### config.mk
export PLATFORM = sky130hd
export DESIGN_NAME = uart_tx
export DESIGN_NICKNAME = d
export VERILOG_FILES = /design/src/rtl/uart_tx_pkg.sv /design/src/rtl/uart_baud_gen.sv /design/src/rtl/uart_tx.sv
export SDC_FILE = /design/constraint.sdc
export NUM_CORES = 1
export LEC_CHECK = 0
export CELL_PAD_IN_SITES_DETAIL_PLACEMENT = 0
export CELL_PAD_IN_SITES_GLOBAL_PLACEMENT = 2
export CORE_AREA = 2 2 98 100
export CTS_BUF_LIST = sky130_fd_sc_hd__clkbuf_16
export DETAILED_ROUTE_END_ITERATION = 6
export DIE_AREA = 0 0 100 102
export PLACE_DENSITY = 0.85
export SLEW_MARGIN = 0
export SYNTH_ARGS = -nofsm -noshare
export SYNTH_HDL_FRONTEND = slang
export SYNTH_SLANG_ARGS = --single-unit
export TNS_END_PERCENT = 100
### constraint.sdc
create_clock -name clock -period 2.7 [get_ports clock]
set_input_delay 0.27 -clock clock [delete_from_list [all_inputs] [get_ports clock]]
set_output_delay 0.27 -clock clock [all_outputs]
set_load 0.02 [all_outputs]
### src/rtl/uart_tx_pkg.sv
// Shared UART definitions: transmitter state encoding, frame width and the
// control-register bit positions used by both the register file and the line engines.
package uart_tx_pkg;

    localparam int unsigned UART_DATA_BITS = 8;

    // Control register bit indices
    localparam int unsigned UART_EN   = 0;
    localparam int unsigned STOP      = 1;
    localparam int unsigned PARITY    = 2;
    localparam int unsigned PARITY_EN = 3;
    localparam int unsigned TX_EN     = 4;
    localparam int unsigned RX_EN     = 5;

    typedef enum logic [2:0] {
        StIdle,
        StLoad,
        StStart,
        StData,
        StParity,
        StStop
    } uart_tx_state_t;

endpackage

### src/rtl/uart_baud_gen.sv
// Bit-period timer shared by the UART transmitter and receiver.
// Ports:
//   clock        system clock
//   reset        synchronous active-low reset
//   period       bit period minus one, in clocks
//   clear        hold the count at zero
//   bit_end      high in the last clock of the current bit period
//   bit_end_next high when the following clock will be the last of a bit period
module uart_baud_gen (
    input  logic        clock,
    input  logic        reset,
    input  logic [15:0] period,
    input  logic        clear,
    output logic        bit_end,
    output logic        bit_end_next
);

    logic [15:0] cnt_q, cnt_d;

    always_comb begin
        cnt_d = cnt_q + 16'd1;
        if (clear || (cnt_q == period)) begin
            cnt_d = '0;
        end
    end

    always_ff @(posedge clock) begin
        if (!reset) begin
            cnt_q <= '0;
        end else begin
            cnt_q <= cnt_d;
        end
    end

    assign bit_end      = (cnt_q == period);
    // Lets the owner register a strobe that lines up with bit_end.
    assign bit_end_next = (cnt_d == period);

endmodule

### src/rtl/uart_tx.sv
// UART serial transmit engine. Pops bytes from the TX FIFO and sends
// start, DATA_BITS data bits (LSB first), optional parity and 1 or 2 stop bits.
// Ports:
//   clock, reset                  system clock, synchronous active-low reset
//   uart_en, tx_en                global and transmitter enables
//   parity_enable, parity         parity present; 0 = even, 1 = odd
//   stop_bit                      0 = one stop bit, 1 = two
//   baud_rate                     bit period minus one, in clocks
//   tx_fifo_empty, tx_fifo_rdata  FIFO status and read data (valid the cycle after a pop)
//   tx_fifo_rd_en                 one-cycle pop strobe
//   tx, busy, tx_done             serial line, frame in progress, end-of-frame pulse
module uart_tx
    import uart_tx_pkg::*;
#(
    parameter int unsigned DATA_BITS = UART_DATA_BITS
) (
    input  logic                 clock,
    input  logic                 reset,
    input  logic                 uart_en,
    input  logic                 tx_en,
    input  logic                 parity_enable,
    input  logic                 parity,
    input  logic                 stop_bit,
    input  logic [15:0]          baud_rate,
    input  logic                 tx_fifo_empty,
    input  logic [DATA_BITS-1:0] tx_fifo_rdata,
    output logic                 tx_fifo_rd_en,
    output logic                 tx,
    output logic                 busy,
    output logic                 tx_done
);

    localparam int unsigned CntW = (DATA_BITS > 1) ? $clog2(DATA_BITS) : 1;
    localparam logic [CntW-1:0] LastData = CntW'(DATA_BITS - 1);

    uart_tx_state_t state_q, state_d;
    logic [DATA_BITS-1:0] shift_q, shift_d;
    logic [CntW-1:0]      bit_cnt_q, bit_cnt_d;
    logic                 par_en_q, par_en_d;
    logic                 stop_q, stop_d;
    logic [15:0]          baud_q, baud_d;
    logic                 par_q, par_d;
    logic                 tx_q, tx_d;
    logic                 busy_q, busy_d;
    logic                 rd_en_q, rd_en_d;
    logic                 done_q, done_d;

    logic baud_clear;
    logic bit_end;
    logic bit_end_next;

    assign baud_clear = (state_q == StIdle) || (state_q == StLoad);

    uart_baud_gen u_baud_gen (
        .clock        (clock),
        .reset        (reset),
        .period       (baud_q),
        .clear        (baud_clear),
        .bit_end      (bit_end),
        .bit_end_next (bit_end_next)
    );

    always_comb begin
        state_d   = state_q;
        shift_d   = shift_q;
        bit_cnt_d = bit_cnt_q;
        par_en_d  = par_en_q;
        stop_d    = stop_q;
        baud_d    = baud_q;
        par_d     = par_q;

        unique case (state_q)
            StIdle: begin
                // Pop was issued last cycle; its data arrives during LOAD.
                if (rd_en_q && uart_en) begin
                    state_d = StLoad;
                end
            end
            StLoad: begin
                shift_d   = tx_fifo_rdata;
                par_en_d  = parity_enable;
                stop_d    = stop_bit;
                baud_d    = baud_rate;
                par_d     = (^tx_fifo_rdata) ^ parity;
                bit_cnt_d = '0;
                state_d   = StStart;
            end
            StStart: begin
                if (bit_end) begin
                    state_d = StData;
                end
            end
            StData: begin
                if (bit_end) begin
                    shift_d = shift_q >> 1;
                    if (bit_cnt_q == LastData) begin
                        bit_cnt_d = '0;
                        state_d   = par_en_q ? StParity : StStop;
                    end else begin
                        bit_cnt_d = bit_cnt_q + CntW'(1);
                    end
                end
            end
            StParity: begin
                if (bit_end) begin
                    state_d = StStop;
                end
            end
            StStop: begin
                if (bit_end) begin
                    if (bit_cnt_q == CntW'(stop_q)) begin
                        state_d = StIdle;
                    end else begin
                        bit_cnt_d = bit_cnt_q + CntW'(1);
                    end
                end
            end
            default: state_d = StIdle;
        endcase

        // Disabling the UART drops the frame in flight.
        if (!uart_en && (state_q != StIdle)) begin
            state_d   = StIdle;
            bit_cnt_d = '0;
        end

        // Outputs are registered, so they are derived from the next state.
        case (state_d)
            StStart:  tx_d = 1'b0;
            StData:   tx_d = shift_d[0];
            StParity: tx_d = par_d;
            default:  tx_d = 1'b1;
        endcase

        busy_d  = (state_d != StIdle);
        rd_en_d = (state_d == StIdle) && !rd_en_q && uart_en && tx_en && !tx_fifo_empty;
        done_d  = (state_d == StStop) && bit_end_next && (bit_cnt_d == CntW'(stop_d));
    end

    always_ff @(posedge clock) begin
        if (!reset) begin
            state_q   <= StIdle;
            shift_q   <= '0;
            bit_cnt_q <= '0;
            par_en_q  <= 1'b0;
            stop_q    <= 1'b0;
            baud_q    <= '0;
            par_q     <= 1'b0;
            tx_q      <= 1'b1;
            busy_q    <= 1'b0;
            rd_en_q   <= 1'b0;
            done_q    <= 1'b0;
        end else begin
            state_q   <= state_d;
            shift_q   <= shift_d;
            bit_cnt_q <= bit_cnt_d;
            par_en_q  <= par_en_d;
            stop_q    <= stop_d;
            baud_q    <= baud_d;
            par_q     <= par_d;
            tx_q      <= tx_d;
            busy_q    <= busy_d;
            rd_en_q   <= rd_en_d;
            done_q    <= done_d;
        end
    end

    assign tx            = tx_q;
    assign busy          = busy_q;
    assign tx_fifo_rd_en = rd_en_q;
    assign tx_done       = done_q;

endmodule

==> results summary <==
After the last flow step, the layout net total stands at 434. The number of buffers inserted by port buffering came out at 35. The max-capacitance violation count came out at 0. The most common flop cell mapped by yosys is dfxtp_1. The final number of setup-violating endpoints is 0. The floorplan step set the die height to between 100 and 150 microns.

The total count of max-transition violations in the final report is 0. The worst max-slew margin expressed relative to the limit came out at 64.8%. The slew at the pin closest to its max-slew limit came out at 0.524 ns.

The area growth from synthesis to layout is 23.2%. The number of inserted diodes is 0. The floorplan has 35 rows. The sequential share of the synthesized area came out at 36.2%. The wire length of the first global-routing pass is 12900 microns.

Timing would allow up to 402 MHz. The pin count of the biggest net entering global routing is 22. Before antenna repair, the detailed router went through 6 iterations. When the netlist entered floorplanning its net count stood at approximately 400.

The clock network latency to the later pin of the worst-skew pair is 0.29 ns. Post-CTS timing repair inserted 0 buffers for setup. The min-delay analysis places its worst path in the category register to register. The tree is rooted in a clkbuf_16. The power per cell area came out at 457 nW/um^2. For this design, the slowest cell found on the critical path is dfxtp_2. For the worst setup path, the data arrival time is 2.70 ns. Hold repair after CTS inserted 0 buffers.

The length in cells of the worst reg-to-reg path came out at 9. The area of the die came out at approximately 10000 sq um. The synthesized design spends more area on one cell type than any other, namely dfxtp_1. Cells with a size suffix above 1 make up 9.25% of the layout. Yosys attributes the largest share of cell area to dfxtp_1 (36%), xnor2_1 (10%), nand2_1 (7.7%). Of the post-synthesis cell area, the dominant cell type holds between 30% and 40%. Counting the buffers created by CTS gives 5. The number of antenna violations at the first check in global routing came out at 0.

In the routed layout, each cell is associated on average with a via count of a little over 5. The maximum root-to-sink buffer count is 2. The required time at the worst-slack endpoint is 2.91 ns.

The fraction of registers with async set/reset is 0%. After detailed routing, the average wire length per cell comes to 15.3 microns. STA classifies the critical path endpoint as a register. In the routed design, unresolved DRC markers number 0.

The via count of the first global-routing pass was 2596. The die is 100 microns wide. VDD sags by at most between 0.2 and 0.25 mV. The average size of a mapped cell is approximately 8 sq um. The most frequent cell after synthesis is nand2_1.

The synthesized area is 2930 sq um. In the synthesized netlist, the cells that appear most often are nand2_1 (60), dfxtp_1 (53), a21oi_1 (39). The count of synthesis-stage warnings from yosys came out at 0.

The setup clock skew after layout is between 0.003 and 0.004 ns. The final period utilization came out at about 90%. The number of standard cells after synthesis came out at ~370. The initial standard-cell utilization of the core came out at 32.1%. The routability congestion estimate is 0.838. TritonCTS built the clock tree. The run finished with clean final reports. STA classifies the critical path startpoint as a register. The synthesized flop and latch total came out at 53. The HPWL after detailed placement came out at between 5000 and 6000 microns. CTS saw 53 sinks. Counting distinct cell types in the post-synthesis netlist gives 53. Pin placement for this block handled 36 I/O pins. The clock transition at the registers of the reported paths is roughly 0.070 ns. The synthesized design contains 0 enable-type register cells. The leakage power figure came out at 0.00117 uW. Setup repair after global routing left no endpoint under its margin. The final cell utilization of the core is 39.6%. The total count of hold-check failures in the final report came out at 0.

The area of the core region is 9110 sq um. Summed over all layers, the routed wires come to between 7000 and 8000 microns. For this run the aggregate overflow at the end of global routing stands at 0. The critical path's largest stage delay came out at 0.43 ns. The number of DRC markers in iteration 0 is 152. The setup TNS is 0 ns. The layout filler cell count is 947. Along the worst path, the maximum fanout reaches 11. The worst hold path passes through 2 cells. Traced cell by cell, the critical path runs through xnor2_2, nand4_1, nor4_4, buf_6, nand3_2, a221oi_4, xor2_1, o2111ai_1, nor4_2.

Global routing used between 15 and 20% of the available tracks across all layers. The post-detailed-route count of antenna-violating nets came out at 0. CTS built an H-tree with a depth of 2. The worst setup path is of the register to register kind.

The total number of vias came out at 2639. The shortest period the worst path allows is between 2 and 2.5 ns.
flip-flops by register name, summed over array words and instances, names as in the netlist:
| register | count |
|---|---|
| baud_q | 16 |
| bit_cnt_q | 3 |
| busy | 1 |
| par_en_q | 1 |
| par_q | 1 |
| shift_q | 8 |
| state_q | 3 |
| stop_q | 1 |
| tx | 1 |
| tx_done | 1 |
| tx_fifo_rd_en | 1 |
| u_baud_gen.cnt_q | 16 |
path summary, 6_finish.rpt:
check	from	end	slack, ns
setup / recovery	u_baud_gen.cnt_q[3]	tx_done	0.21
hold / removal	par_en_q	par_en_q	0.46
setup reg to reg	u_baud_gen.cnt_q[3]	tx_done	0.21
hold reg to reg	par_en_q	par_en_q	0.46
worst max-delay path, delay by kind of cell (launching register included):
family	cells	cell delay [ns]
XOR/XNOR	2	0.33
AO/OA/AOI/OAI	2	0.44
flip-flops	1	0.43
AND/OR/NAND/NOR	4	0.98
buffers and inverters	1	0.22
cells in the final DEF (no fill, tap or decap), types with 2 or more instances in the layout:
cell type / synthesis / layout
nand4b_1: 3 / 3
o21ai_0: 10 / 10
dfxtp_1: 53 / 46
nor2_1: 36 / 35
and3_2: 2 / 2
and3_1: 5 / 5
a21oi_1: 39 / 39
clkbuf_16: 0 / 5
nor3_1: 8 / 8
a22oi_1: 6 / 6
nor2b_1: 3 / 3
and2_1: 4 / 4
dfxtp_2: 0 / 7
buf_4: 5 / 7
o31ai_1: 2 / 2
xnor2_1: 35 / 33
nand3b_1: 4 / 4
mux2i_1: 3 / 3
xor2_1: 13 / 13
ha_1: 3 / 3
inv_1: 7 / 7
nand4_1: 10 / 10
nor4_1: 3 / 3
and4_2: 2 / 2
a31oi_1: 3 / 3
nand3_1: 8 / 8
xnor2_2: 0 / 2
nand2_1: 60 / 60
o32ai_1: 2 / 2
clkdlybuf4s50_1: 0 / 35
o21a_1: 2 / 2
metrics by stage:
step	cells	area, sq um	total power [uW]	worst slack, ns	hold slack (ns)
6_report	511	3610	1650	0.210	0.461
5_1_grt	511	3610	1710	0.0211	0.489
4_1_cts	511	3570	1660	0.198	0.462
3_5_place_dp	503	3400	935	0.228	0.452
3_3_place_gp	503	3400	935	0.308	0.446
2_1_floorplan	366	2930	868	0.597	0.348
report_power, final:
| group | internal (uW) | switching, uW |
|---|---|---|
| Sequential | 785 | 4.75 |
| Combinational | 74.0 | 54.3 |
| Clock | 435 | 294 |
per-layer routing:
layer | up-vias | part of all wire [%] | global-route usage (%)
li1 | 1341 | - | -
met1 | 1238 | 49 | 22.0
met2 | 56 | 46 | 25.6
met3 | 4 | 4.3 | 3.42
met4 | 0 | 0.96 | 4.53
met5 | - | 0 | 0
cell type report:
class / instances / area (sq um) / share of cell area [%]
flip-flops and latches: 53 / 1070 / 29.7
clock inverters: 3 / 41.3 / 1.15
multi-input cells: 288 / 1770 / 49.1
clock buffers: 5 / 125 / 3.47
well taps: 111 / 139 / 3.85
repair buffers: 44 / 434 / 12.0
inverters: 7 / 26.3 / 0.729
cells by family (layout without fill, tap and decap cells):
family,Yosys count,in the layout,share of synthesized area (%)
simple gates,157,157,26.5
compound gates,77,77,16.4
flops,53,53,36.2
xor+xnor,48,48,14.4
buf+inv,25,59,4.27
fa+ha+maj,3,3,1.28
mux,3,3,1.03
repair_timing:
action	4_1_cts	5_1_grt
endpoints found under the setup margin	0	1
resized for setup	0	11
hold endpoints to repair	0	0
Note: power is estimated with default switching activity, not from simulation.
